**src/rtl/tx_burst_ctrl.sv**
```systemverilog
`default_nettype none
// ============================================================================
//  Module      : tx_burst_ctrl
//  Description : Multi-byte transmit sequencer for the UART byte serializer.
//                Captures a BYTES-wide word on iStart, then runs the
//                serializer's load / transmit / reset handshake once per
//                byte, least-significant byte first, and reports busy/done.
//                Optional feature macro: TX_BURST_GAP_EN adds GAP_CYCLES idle
//                cycles between consecutive bytes (GAP state + 16-bit count).
//  Revision    : 1.0 - initial release
// ============================================================================
module tx_burst_ctrl #(
  parameter int BYTES      = 4,
  parameter int GAP_CYCLES = 16,
  localparam int IW        = (BYTES > 1) ? $clog2(BYTES) : 1
) (
  input  logic               clk,
  input  logic               reset,
  input  logic               iStart,
  input  logic [8*BYTES-1:0] iData,
  input  logic               iTxDone,
  output logic [7:0]         oByte,
  output logic               oLoad,
  output logic               oTransmit,
  output logic               oTxReset,
  output logic               oBusy,
  output logic               oDone,
  output logic [IW-1:0]      oByteIdx
);

  localparam logic [IW-1:0] LAST_IDX = IW'(BYTES - 1);

  // The GAP code is reserved in both builds; without the gap feature it is
  // simply unreachable and would fall back to IDLE like any unused code.
  typedef enum logic [2:0] {
    ST_IDLE     = 3'd0,
    ST_LOAD     = 3'd1,
    ST_TRANSMIT = 3'd2,
    ST_TXRESET  = 3'd3,
    ST_GAP      = 3'd4,
    ST_DONE     = 3'd5
  } state_t;

  state_t               state_q, state_d;
  logic [IW-1:0]        idx_q, idx_d;
  logic [8*BYTES-1:0]   shadow_q, shadow_d;

`ifdef TX_BURST_GAP_EN
  localparam logic [15:0] GAP_LOAD = (GAP_CYCLES > 0) ? 16'(GAP_CYCLES - 1) : 16'd0;
  logic [15:0]          gap_q, gap_d;
`endif

  // Next-state logic: sequencing of bytes through the serializer handshake.
  always_comb begin
    state_d  = state_q;
    idx_d    = idx_q;
    shadow_d = shadow_q;
`ifdef TX_BURST_GAP_EN
    gap_d    = gap_q;
`endif
    case (state_q)
      ST_IDLE: begin
        if (iStart) begin
          shadow_d = iData;
          idx_d    = '0;
          state_d  = ST_LOAD;
        end
      end
      ST_LOAD:     state_d = ST_TRANSMIT;
      ST_TRANSMIT: if (iTxDone) state_d = ST_TXRESET;
      ST_TXRESET: begin
        if (idx_q == LAST_IDX) begin
          state_d = ST_DONE;
        end else begin
          idx_d = idx_q + IW'(1);
`ifdef TX_BURST_GAP_EN
          if (GAP_CYCLES > 0) begin
            gap_d   = GAP_LOAD;
            state_d = ST_GAP;
          end else begin
            state_d = ST_LOAD;
          end
`else
          state_d = ST_LOAD;
`endif
        end
      end
`ifdef TX_BURST_GAP_EN
      ST_GAP: begin
        if (gap_q == 16'd0) state_d = ST_LOAD;
        else                gap_d   = gap_q - 16'd1;
      end
`endif
      ST_DONE:     state_d = ST_IDLE;
      default:     state_d = ST_IDLE;
    endcase
  end

  // State, datapath and registered Moore outputs (decoded from the next state
  // so each strobe is aligned with the state it belongs to).
  always_ff @(posedge clk or negedge reset) begin
    if (!reset) begin
      state_q   <= ST_IDLE;
      idx_q     <= '0;
      shadow_q  <= '0;
`ifdef TX_BURST_GAP_EN
      gap_q     <= 16'd0;
`endif
      oLoad     <= 1'b0;
      oTransmit <= 1'b0;
      oTxReset  <= 1'b1;
      oBusy     <= 1'b0;
      oDone     <= 1'b0;
    end else begin
      state_q   <= state_d;
      idx_q     <= idx_d;
      shadow_q  <= shadow_d;
`ifdef TX_BURST_GAP_EN
      gap_q     <= gap_d;
`endif
      oLoad     <= (state_d == ST_LOAD);
      oTransmit <= (state_d == ST_TRANSMIT);
      oTxReset  <= (state_d != ST_TXRESET);
      oBusy     <= (state_d != ST_IDLE);
      oDone     <= (state_d == ST_DONE);
    end
  end

  // Byte mux from registered index and shadow: stable for the whole byte.
  assign oByte    = shadow_q[8*idx_q +: 8];
  assign oByteIdx = idx_q;

endmodule
`default_nettype wire

```
**config.mk**
```make
export PLATFORM = sky130hd
export DESIGN_NAME = tx_burst_ctrl
export DESIGN_NICKNAME = d
export VERILOG_FILES = /design/src/rtl/tx_burst_ctrl.sv
export SDC_FILE = /design/constraint.sdc
export NUM_CORES = 1
export LEC_CHECK = 0
export ABC_AREA = 0
export CORE_MARGIN = 2
export CORE_UTILIZATION = 45
export CTS_CLUSTER_SIZE = 14
export DETAILED_ROUTE_END_ITERATION = 12
export PLACE_DENSITY = 0.84
export SYNTH_ARGS = -nofsm -noshare
export SYNTH_HDL_FRONTEND = slang
export SYNTH_SLANG_ARGS = --single-unit
```
**constraint.sdc**
```tcl
create_clock -name clk -period 2.2 [get_ports clk]
set_input_delay 0.44 -clock clk [delete_from_list [all_inputs] [get_ports clk]]
set_output_delay 0.44 -clock clk [all_outputs]
set_load 0.05 [all_outputs]
```
; After elaboration in Yosys (flattened, before gate mapping)
; Index checks and enable logic that the tools add are counted.
[totals]
register_bits = 42
wordCells = 32
input_bits = 36
[op_classes]
addsub = 1
n_reduce_logical = 5
n_eq_ne = 10
shift = 1
mux = 7
[ops]
columns = op, count
row1 = $shiftx A32 B6 Y8, 1
row2 = $pmux W3 S4, 1
row3 = $eq A3 B2 Y1 const B, 3
row4 = $mux W3, 3
row5 = $eq A3 B1 Y1 const B, 2
row6 = $mux W2, 2
row7 = $ne A2 B2 Y1 const B, 2
row8 = $pmux W2 S2, 1
row9 = $eq A3 B3 Y1 const B, 1
row10 = $logic_not A3 Y1, 1
row11 = $ne A3 B2 Y1 const B, 1
row12 = $reduce_and A3 Y1, 1
row13 = $reduce_bool A3 Y1, 1
row14 = $add A2 B1 Y2 const B, 1
row15 = $eq A2 B2 Y1 const B, 1
row16 = $reduce_and A2 Y1, 1
row17 = $reduce_bool A2 Y1, 1

; Depth between registers and ports, before layout
[logic_depth]
depth_word = 4
mapped_depth = 4
depth_no_buf = 4

; Worst setup path before layout
; Ideal clock, no wire load.
[synth_path]
path_type = reg2out
from = register idx_q[0], in the netlist oByteIdx[0]
to = output port oByte[0]
t_required_ns = 1.760
t_arrival_ns = 1.667
path_stages_with_launch = 3
slack_ns = 0.093
n_path_buf = 1
cell_sequence = dfrtp_1 > buf_2 > mux4_2
[synth_via]
elab_chain_len = 1
[synth_rtl]
columns = item, line
row1 = start: declaration, 45  ; logic [IW-1:0] idx_q, idx_d;
row2 = start signal: assignment, 116  ; idx_q <= idx_d;
row3 = $shiftx A32 B6 Y8, 130  ; assign oByte = shadow_q[8*idx_q +: 8];
row4 = end: declaration, 22  ; output logic [7:0] oByte,
; Every way passes these cells.

; Final worst setup path
[layout_path]
from = register oTxReset
to = output port oTxReset
[layout_lines]
columns = item, line
row1 = start: declaration, 25  ; output logic oTxReset,
row2 = start signal: assignment, 123  ; oTxReset <= (state_d != ST_TXRESET);
; No word-level cell between the ends.

==> impl_metrics.ini <==
[run_status]
status = finished, final reports clean

[placed_design]
placed_area_um2 = 2450
hpwl_um = 2660
port_buffers = 50
gp_congestion = 0.761
post-place-cells = 207

[finish]
final_area_um2 = 2550
diodes = 0
drive_above_1_share_pct = 41.8
nNetsFinal = 201
fillers = 294
final_cells = 215
regArea_um2 = 1050
multi_input_area_um2 = 795
area_delta_synth_final_pct = 33.1
finish.utilization_pct = 62.8

[pwr]
clkPwrFrac_pct = 12.3
pwr-share-seq_pct = 33.1
p_sw_mw = 1.67
p_per_area_nw_per_um2 = 1660
power_frac_comb_pct = 54.5
netSwitchingFraction_pct = 39.4
intPower_mw = 2.56
ir_drop_v = 0.00104
p_leak_nw = 1.12

[yosys]
synth_seq_cells = 42
post_synth_most_frequent_cells = dfrtp_1 (41), mux2_4 (30), mux4_2 (8), buf_6 (5)
synth_ff_type = dfrtp_1
synth_enable_flop_cells = 0
synth_seq_area_share_pct = 54.9
synth_top_area_share_pct = 53.6
syn_area_um2 = 1920
yosysMostFrequentCell = dfrtp_1
synthDistinctLibCells = 22
syn_inst = 108
ys_warn_count = 0
syn_nets = 145
async_flop_share_pct = 100
synth_area_per_cell_um2 = 17.7
yosys-top-cells-area = dfrtp_1 (54%), mux2_4 (24%), mux4_2 (9.4%)
yosysTopAreaCell = dfrtp_1

[clock_network]
cts_tree = done
htreeDepth = 2
cts.sink_count = 42
cts-root-buf = clkbuf_8
postCtsHoldBufs = 0
cts-buffers-inserted = 5
cts_setup_buffers = 0
worstSkewPairLatency_ns = 0.30
cts_resized = 0
cts.reportedPaths.clkPinSlew_ns = 0.08
cts_buffer_depth = 2

[global_routing]
grt_pass1_vias = 1253
antenna_found_initial = 0
grt_use_total_pct = 17.0
overflow = 0
grt_pass1_wl_um = 6240
grt_max_degree = 34

[critical_path]
rrSetupSlack_ns = 0.41
cp_num_buf_inv = 1
crit_fanout = 1
cp.arrival_ns = 1.61
required_ns = 1.76
worstPathCellList = clkdlybuf4s50_1
start_kind = flop
max_stage_delay_ns = 0.80
worstSetupEndpointType = output port
r2r-end = oByteIdx[0]
critPathKind = flop to output port
rr_worst_depth = 5
r2r_start = oByteIdx[0]
critPathTopFamily = buffers and inverters
slowest_stage = clkdlybuf4s50_1

[timing]
fin_crit_sh_pct = 93.4
slew_headroom_pct = 66.3
grt_setup_unrepaired = false
timing.final.hold_violations = 0
fmax_mhz = 487
slew_viol_final = 0
finClkSkew_ns = 0.0101
setup_viol = 0
worst_slew_pin_slew_ns = 0.503
min_period_ns = 2.05
setup-tns-final_ns = 0

[detailed_routing]
wl_per_cell_um = 17.0
route.vias.total = 1089
viasPerCell = 5.07
drcViolationCount = 0
wl_um = 3650
dr.pass1.iters = 2
ant_nets = 0
drtIter0Drc = 24

[flow_run]
cap_violations = 0

[die]
num_rows = 23
io-pin-count = 51
core_area_um2 = 4060
initial_core_util_pct = 47.2
die_h_um = 69.2
die_w_um = 69.2
dieArea_um2 = 4790

[hold_path]
hp-class = primary input to asynchronous set/reset pin
per-layer routing:
layer  track usage, %  share of wire (%)  vias up
met1             22.4                 43      554
met2             26.5                 51       28
met3             3.92                5.0        5
met5                0                  0        -
met4             8.93                1.5        0
li1                 -                  -      502
final cells by class:
cell class | instances | share of cell area [%]
inverters | 1 | 0.147
repair buffers | 56 | 21.2
well taps | 50 | 2.45
clock buffers | 6 | 3.24
clock inverters | 2 | 0.491
flip-flops and latches | 42 | 41.3
multi-input cells | 58 | 31.2
kinds of logic (layout without fill, tap and decap cells):
group | Yosys count | count (layout) | synth area share (%)
AO/OA/AOI/OAI | 3 | 3 | 0.979
buffers and inverters | 8 | 65 | 3.59
flip-flops | 42 | 42 | 54.9
AND/OR/NAND/NOR | 12 | 12 | 4.70
XOR/XNOR | 1 | 1 | 0.457
adder cells (fa/ha/maj) | 1 | 1 | 0.653
multiplexers | 41 | 41 | 34.7
registers in the layout, summed over array words and instances, names as in the netlist:
signal / flops
shadow_q: 32
state_q: 3
oByteIdx: 2
oBusy: 1
oDone: 1
oLoad: 1
oTransmit: 1
oTxReset: 1
worst max path at each step:
| stage | startpoint | to | slack, ns | cells past startpoint |
|---|---|---|---|---|
| 6_report | oTxReset | oTxReset | 0.15 | 1 |
| 2_1_floorplan | oByteIdx[0] | oByte[0] | 0.09 | 2 |
| 5_1_grt | oTxReset | oTxReset | 0.11 | 1 |
| 3_3_place_gp | iStart | oByteIdx[0] | 0.22 | 5 |
| 4_1_cts | oTxReset | oTxReset | 0.13 | 1 |
| 3_5_place_dp | iStart | oByteIdx[0] | 0.17 | 5 |
per-stage QoR:
| stage | hold WS (ns) | setup slack (ns) | power (mW) |
|---|---|---|---|
| after global routing | 0.0840 | 0.107 | 4.46 |
| after floorplan | 0.144 | 0.0933 | 3.14 |
| after detailed placement | 0.387 | 0.173 | 3.73 |
| after global placement | 0.374 | 0.215 | 3.65 |
| final | 0.0481 | 0.146 | 4.23 |
| after CTS | 0.0599 | 0.131 | 4.27 |
power by group through the flow:
| stage | sequential (mW) | combinational (mW) | clock, mW |
|---|---|---|---|
| finish | 1.40 | 2.31 | 0.521 |
| floorplan | 1.46 | 1.68 | 0 |
| global placement | 1.38 | 2.27 | 0 |
| global route | 1.46 | 2.43 | 0.565 |
| CTS | 1.41 | 2.33 | 0.531 |
| detailed placement | 1.42 | 2.31 | 0 |
layout by cell type, fill, tap and decap left out, types with 2 or more instances in the layout:
cell type,netlist,layout
dfrtp_1,41,41
clkdlybuf4s50_1,0,39
mux2_4,30,30
buf_4,0,14
mux4_2,8,8
clkbuf_8,0,6
nor2_1,3,3
mux2_2,3,3
and3_1,2,2
nor3_1,2,2
buf_12,0,2
No activity file was read; power rests on OpenSTA's default activity.
==> RTL change 1, RTL diff (same settings) <==
Set the parameter `BYTES` to 8 (it was 4).
--- a/src/rtl/tx_burst_ctrl.sv
+++ b/src/rtl/tx_burst_ctrl.sv
@@ -11,5 +11,5 @@
 // ============================================================================
 module tx_burst_ctrl #(
-  parameter int BYTES      = 4,
+  parameter int BYTES      = 8,
   parameter int GAP_CYCLES = 16,
   localparam int IW        = (BYTES > 1) ? $clog2(BYTES) : 1
Ports: changed (resized iData and oByteIdx); port bits go from 51 to 84. No check against the original RTL was run, so the function may have changed too.
==> RTL change 1 against the unedited design <==
The flow now finishes with violations (setup timing). Cell count grew 81%. Setup slack worse by 0.33 ns. Sequential cell count grew 33. Cell area rose by 80%. Synthesized area increased by 77%. Sequential share of layout area is 0.28 points lower. Power increased by 74%. Clock skew about the same. Routed wire length increased by 92%. Critical path depth grew 3. Critical path type unchanged.
==> RTL change 1: results (changes against the unedited design) <==
Setup slack, reg-to-reg = 0.04 ns (-0.37 ns)
DR vias/cell = 5.24 (+3.5%)
Layout cells sized above 1 = 0.450 (+0.0320)
Most frequent cells after synthesis = 74 x dfrtp_1, 73 x mux2_2, 16 x mux4_1
Post-Syn Area per Cell = 17.2 µm² (-3.1%)
Clk_buf instances = 10 (+4)
Largest fanout on the critical path = 5 (+4)
Clock sinks = 75 (+79%)
Vias in the first global route = 2193 (+75%)
FF+latch area = 1880 µm² (+79%)
Status = complete, but fails checks
Area grow syn2layout = 35.4%
Min Hold Slack = 0.111 ns (+0.0628 ns)
Max reg flops = 64 (+100%)
Finish-stage setup viols = 8 (+8)
Worst Path Arrival = 1.95 ns (+0.34 ns)
Gpl congestion = 0.733 (-3.7%)
Drt pass-1 iters = 4 (+2)
Multi-input gates = 108 (+86%)
Wirelength per Cell = 17.9 µm (+5.7%)
Clock Latency Late Sink = 0.34 ns (+0.04 ns)
Failing checks = setup timing
Clock-cell share = 0.0543 (+0.0170)
Final Worst Setup Slack = -0.188 ns (-0.333 ns)
Leak pwr = 1.89 nW (+68%)
Mapped Cells = 197 (+82%)
CTS H-tree lvls = 3 (+1)
Fraction of area in multi-input gates = 0.296 (-0.0154)
First-pass GRT wire length = 11.5 mm (+85%)
Top post-synthesis cells by area = dfrtp_1 55%, mux2_2 24%, mux4_1 12%
DP HPWL = 4.67 mm (+76%)
Sequential element share of the synthesized area = 0.554 (+0.00517)
Met1 GRT Util = 0.241 (+0.0169)
Routed WL = 7.00 mm (+92%)
IO buf count = 83 (+66%)
-- RTL change 1: what timing repair did --
item | in CTS | in global routing
resized for setup | 27 | 8
setup buffers | 2 | 0
cloned | 1 | 0
setup endpoints to repair | 8 | 8
pin swaps | 0 | 0
-- RTL change 1: critical path, stage by stage, from the launching register on --
cell and delay (ns):
dfrtp_2 0.46, clkbuf_16 0.18, mux4_2 0.52, mux2_2 0.29
buf_6 0.15
-- RTL change 1: routing by layer --
layer | share of wire | up-vias
li1 | - | 907
met1 | 0.43 | 1055
met2 | 0.50 | 74
met3 | 0.059 | 8
met4 | 0.0097 | 0
met5 | 0 | -
-- RTL change 1: power groups by stage --
stage | clock [mW] | sequential, mW | combinational (mW)
floorplan | 0 | 2.46 | 2.31
global placement | 0 | 2.43 | 3.10
detailed placement | 0 | 2.48 | 3.18
CTS | 1.32 | 2.51 | 3.52
global route | 1.39 | 2.60 | 3.74
finish | 1.29 | 2.52 | 3.54
-- RTL change 1: logic make-up after synthesis --
group | count (synthesis) | share of synthesized area
AO/OA/AOI/OAI | 4 | 0.00813
buffers and inverters | 14 | 0.0358
AND/OR/NAND/NOR | 12 | 0.0248
flip-flops | 75 | 0.554
adder cells (fa/ha/maj) | 2 | 0.00739
XOR/XNOR | 1 | 0.00259
multiplexers | 89 | 0.367
-- RTL change 1: how the worst max path moves through the flow --
stage	start	endpoint	slack (ns)	cells after the start
6_report	oByteIdx[0]	oByte[6]	-0.19	4
5_1_grt	oByteIdx[0]	oByte[6]	-0.23	4
4_1_cts	oByteIdx[0]	oByte[2]	-0.21	4
3_5_place_dp	iStart	oByteIdx[0]	0.07	5
3_3_place_gp	iStart	oByteIdx[0]	0.13	5
2_1_floorplan	oByteIdx[0]	oByte[0]	0.005	4
==> RTL change 2, RTL diff (same settings) <==
Made on the original files. Add an input register stage for `iStart`, `iData` and `iTxDone`, with the module's reset; this delays them by one clock.
--- a/src/rtl/tx_burst_ctrl.sv
+++ b/src/rtl/tx_burst_ctrl.sv
@@ -42,4 +42,20 @@
   } state_t;
 
+  logic iStart_q;
+  logic [8*BYTES-1:0] iData_q;
+  logic iTxDone_q;
+
+  always_ff @(posedge clk or negedge reset) begin
+    if (!reset) begin
+      iStart_q  <= '0;
+      iData_q   <= '0;
+      iTxDone_q <= '0;
+    end else begin
+      iStart_q  <= iStart;
+      iData_q   <= iData;
+      iTxDone_q <= iTxDone;
+    end
+  end
+
   state_t               state_q, state_d;
   logic [IW-1:0]        idx_q, idx_d;
@@ -61,6 +77,6 @@
     case (state_q)
       ST_IDLE: begin
-        if (iStart) begin
-          shadow_d = iData;
+        if (iStart_q) begin
+          shadow_d = iData_q;
           idx_d    = '0;
           state_d  = ST_LOAD;
@@ -68,5 +84,5 @@
       end
       ST_LOAD:     state_d = ST_TRANSMIT;
-      ST_TRANSMIT: if (iTxDone) state_d = ST_TXRESET;
+      ST_TRANSMIT: if (iTxDone_q) state_d = ST_TXRESET;
       ST_TXRESET: begin
         if (idx_q == LAST_IDX) begin
Function: changed (Yosys sat finds a counterexample within 4 cycles, from zero or initial values and one cycle with reset low).
==> RTL change 2 against the unedited design <==
Synthesized area grew 44%. Cell area grew 38%. Register-to-register slack lost 0.16 ns. Routed wire length grew 18%. Non-clock buffer count shrank 1. Clock skew shrank 0.0038 ns. Via count grew 25%. Sequential cell count grew 34. Setup slack lost 0.044 ns. Power grew 27%. Combinational power shrank 2%. Die area grew 42%. Critical endpoint is now oByte[2]. Largest cell class unchanged.
==> RTL change 2: results (changes against the unedited design) <==
Most frequent cells after synthesis = 75 x dfrtp_1, 30 x mux2_4, 8 x mux4_2
Fillers = 454 (+54%)
DP Area = 3330 µm² (+36%)
Worst Setup SP = oByteIdx[0]
Routed wl met2 = 2.00 mm (+7.7%)
Total CTS buffers = 9 (+4)
Sequential element share of the synthesized area = 0.688 (+0.139)
First-pass GRT wire length = 7.03 mm (+13%)
Worst Path Arrival = 1.66 ns (+0.05 ns)
Largest fanout on the critical path = 11 (+10)
Wirelength per Cell = 15.4 µm (-9.6%)
CTS H-tree lvls = 3 (+1)
Total power = 5.36 mW (+27%)
Nets@finish = 238 (+18%)
Metal-1 WL = 1.90 mm (+22%)
Layout cells sized above 1 = 0.366 (-0.0523)
Mapped Cells = 142 (+31%)
Clock Skew = 0.00632 ns (-0.00383 ns)
ANT cells = 0 (unchanged)
Maximum VDD drop = 0.787 mV (-25%)
FF+latch area = 1900 µm² (+81%)
Largest net degree at the start of global routing = 42 (+24%)
Top-count cell post-synth = dfrtp_1
Seq pwr share = 0.386 (+0.055)
Slew @ Worst Pin = 0.503 ns (-0.000673 ns)
M2 GR Usage = 0.215 (-0.0496)
Via count = 1357 (+25%)
Min Hold Slack = 0.0575 ns (+0.00936 ns)
Leak pwr = 1.57 nW (+39%)
Reg2Reg Depth = 4 (-1)
Max incr delay on CP = 0.54 ns (-0.26 ns)
Non-Filler Instances = 280 (+30%)
Vias in the first global route = 1465 (+17%)
Pre-CTS setup slack = 0.293 ns (+0.119 ns)
Met3 usage = 0.0728 (+0.0336)
Synth Net Count = 179 (+23%)
R2R Path Start = oByteIdx[1]
Met3 wire len = 338 µm (+87%)
Switch Pwr = 1.87 mW (+12%)
Placed cell count = 265 (+28%)
Status = complete, no violations
CP delay by family, top = multiplexers
Gpl congestion = 0.764 (+0.37%)
Gr usage total = 0.148 (-0.0223)
Met1 GRT Util = 0.188 (-0.0358)
Drt pass-1 iters = 3 (+1)
Clock Power Share = 0.189 (+0.066)
Top post-synthesis cells by area = dfrtp_1 68%, mux2_4 16%, mux4_2 6.5%
Starting DRT DRC Count = 65 (+170%)
Setup slack, reg-to-reg = 0.25 ns (-0.16 ns)
DP HPWL = 2.84 mm (+6.8%)
Slowest CP cell = mux4_2
Clock Latency Late Sink = 0.35 ns (+0.05 ns)
RTL change 2: cell types whose count changed in the layout (fill, tap and decap cells not counted):
cell       delta
buf_2         -1
dfrtp_1      +34
clkinv_2      +2
bufinv_16     +1
clkbuf_8      +4
RTL change 2: final cells by class:
type                    count  share of cell area
clock buffers              10              0.0391
clock inverters             5              0.0149
inverters                   1             0.00107
multi-input cells          58               0.226
flip-flops and latches     76               0.541
well taps                  75              0.0267
repair buffers             55               0.152
RTL change 2: worst max path at each step:
stage,endpoint,slack [ns],cells after the start
after global routing,oByte[6],0.006,3
after global placement,oByteIdx[0],0.42,4
after detailed placement,oByteIdx[0],0.29,4
final,oByte[2],0.10,3
after CTS,oByte[2],0.05,3
after floorplan,oByte[0],0.09,2
RTL change 2: cell families after synthesis:
logic type / count (synthesis) / share of synthesized area
flops: 76 / 0.688
mux: 41 / 0.240
fa+ha+maj: 1 / 0.00452
xor+xnor: 1 / 0.00317
buf+inv: 8 / 0.0249
simple gates: 12 / 0.0326
compound gates: 3 / 0.00678
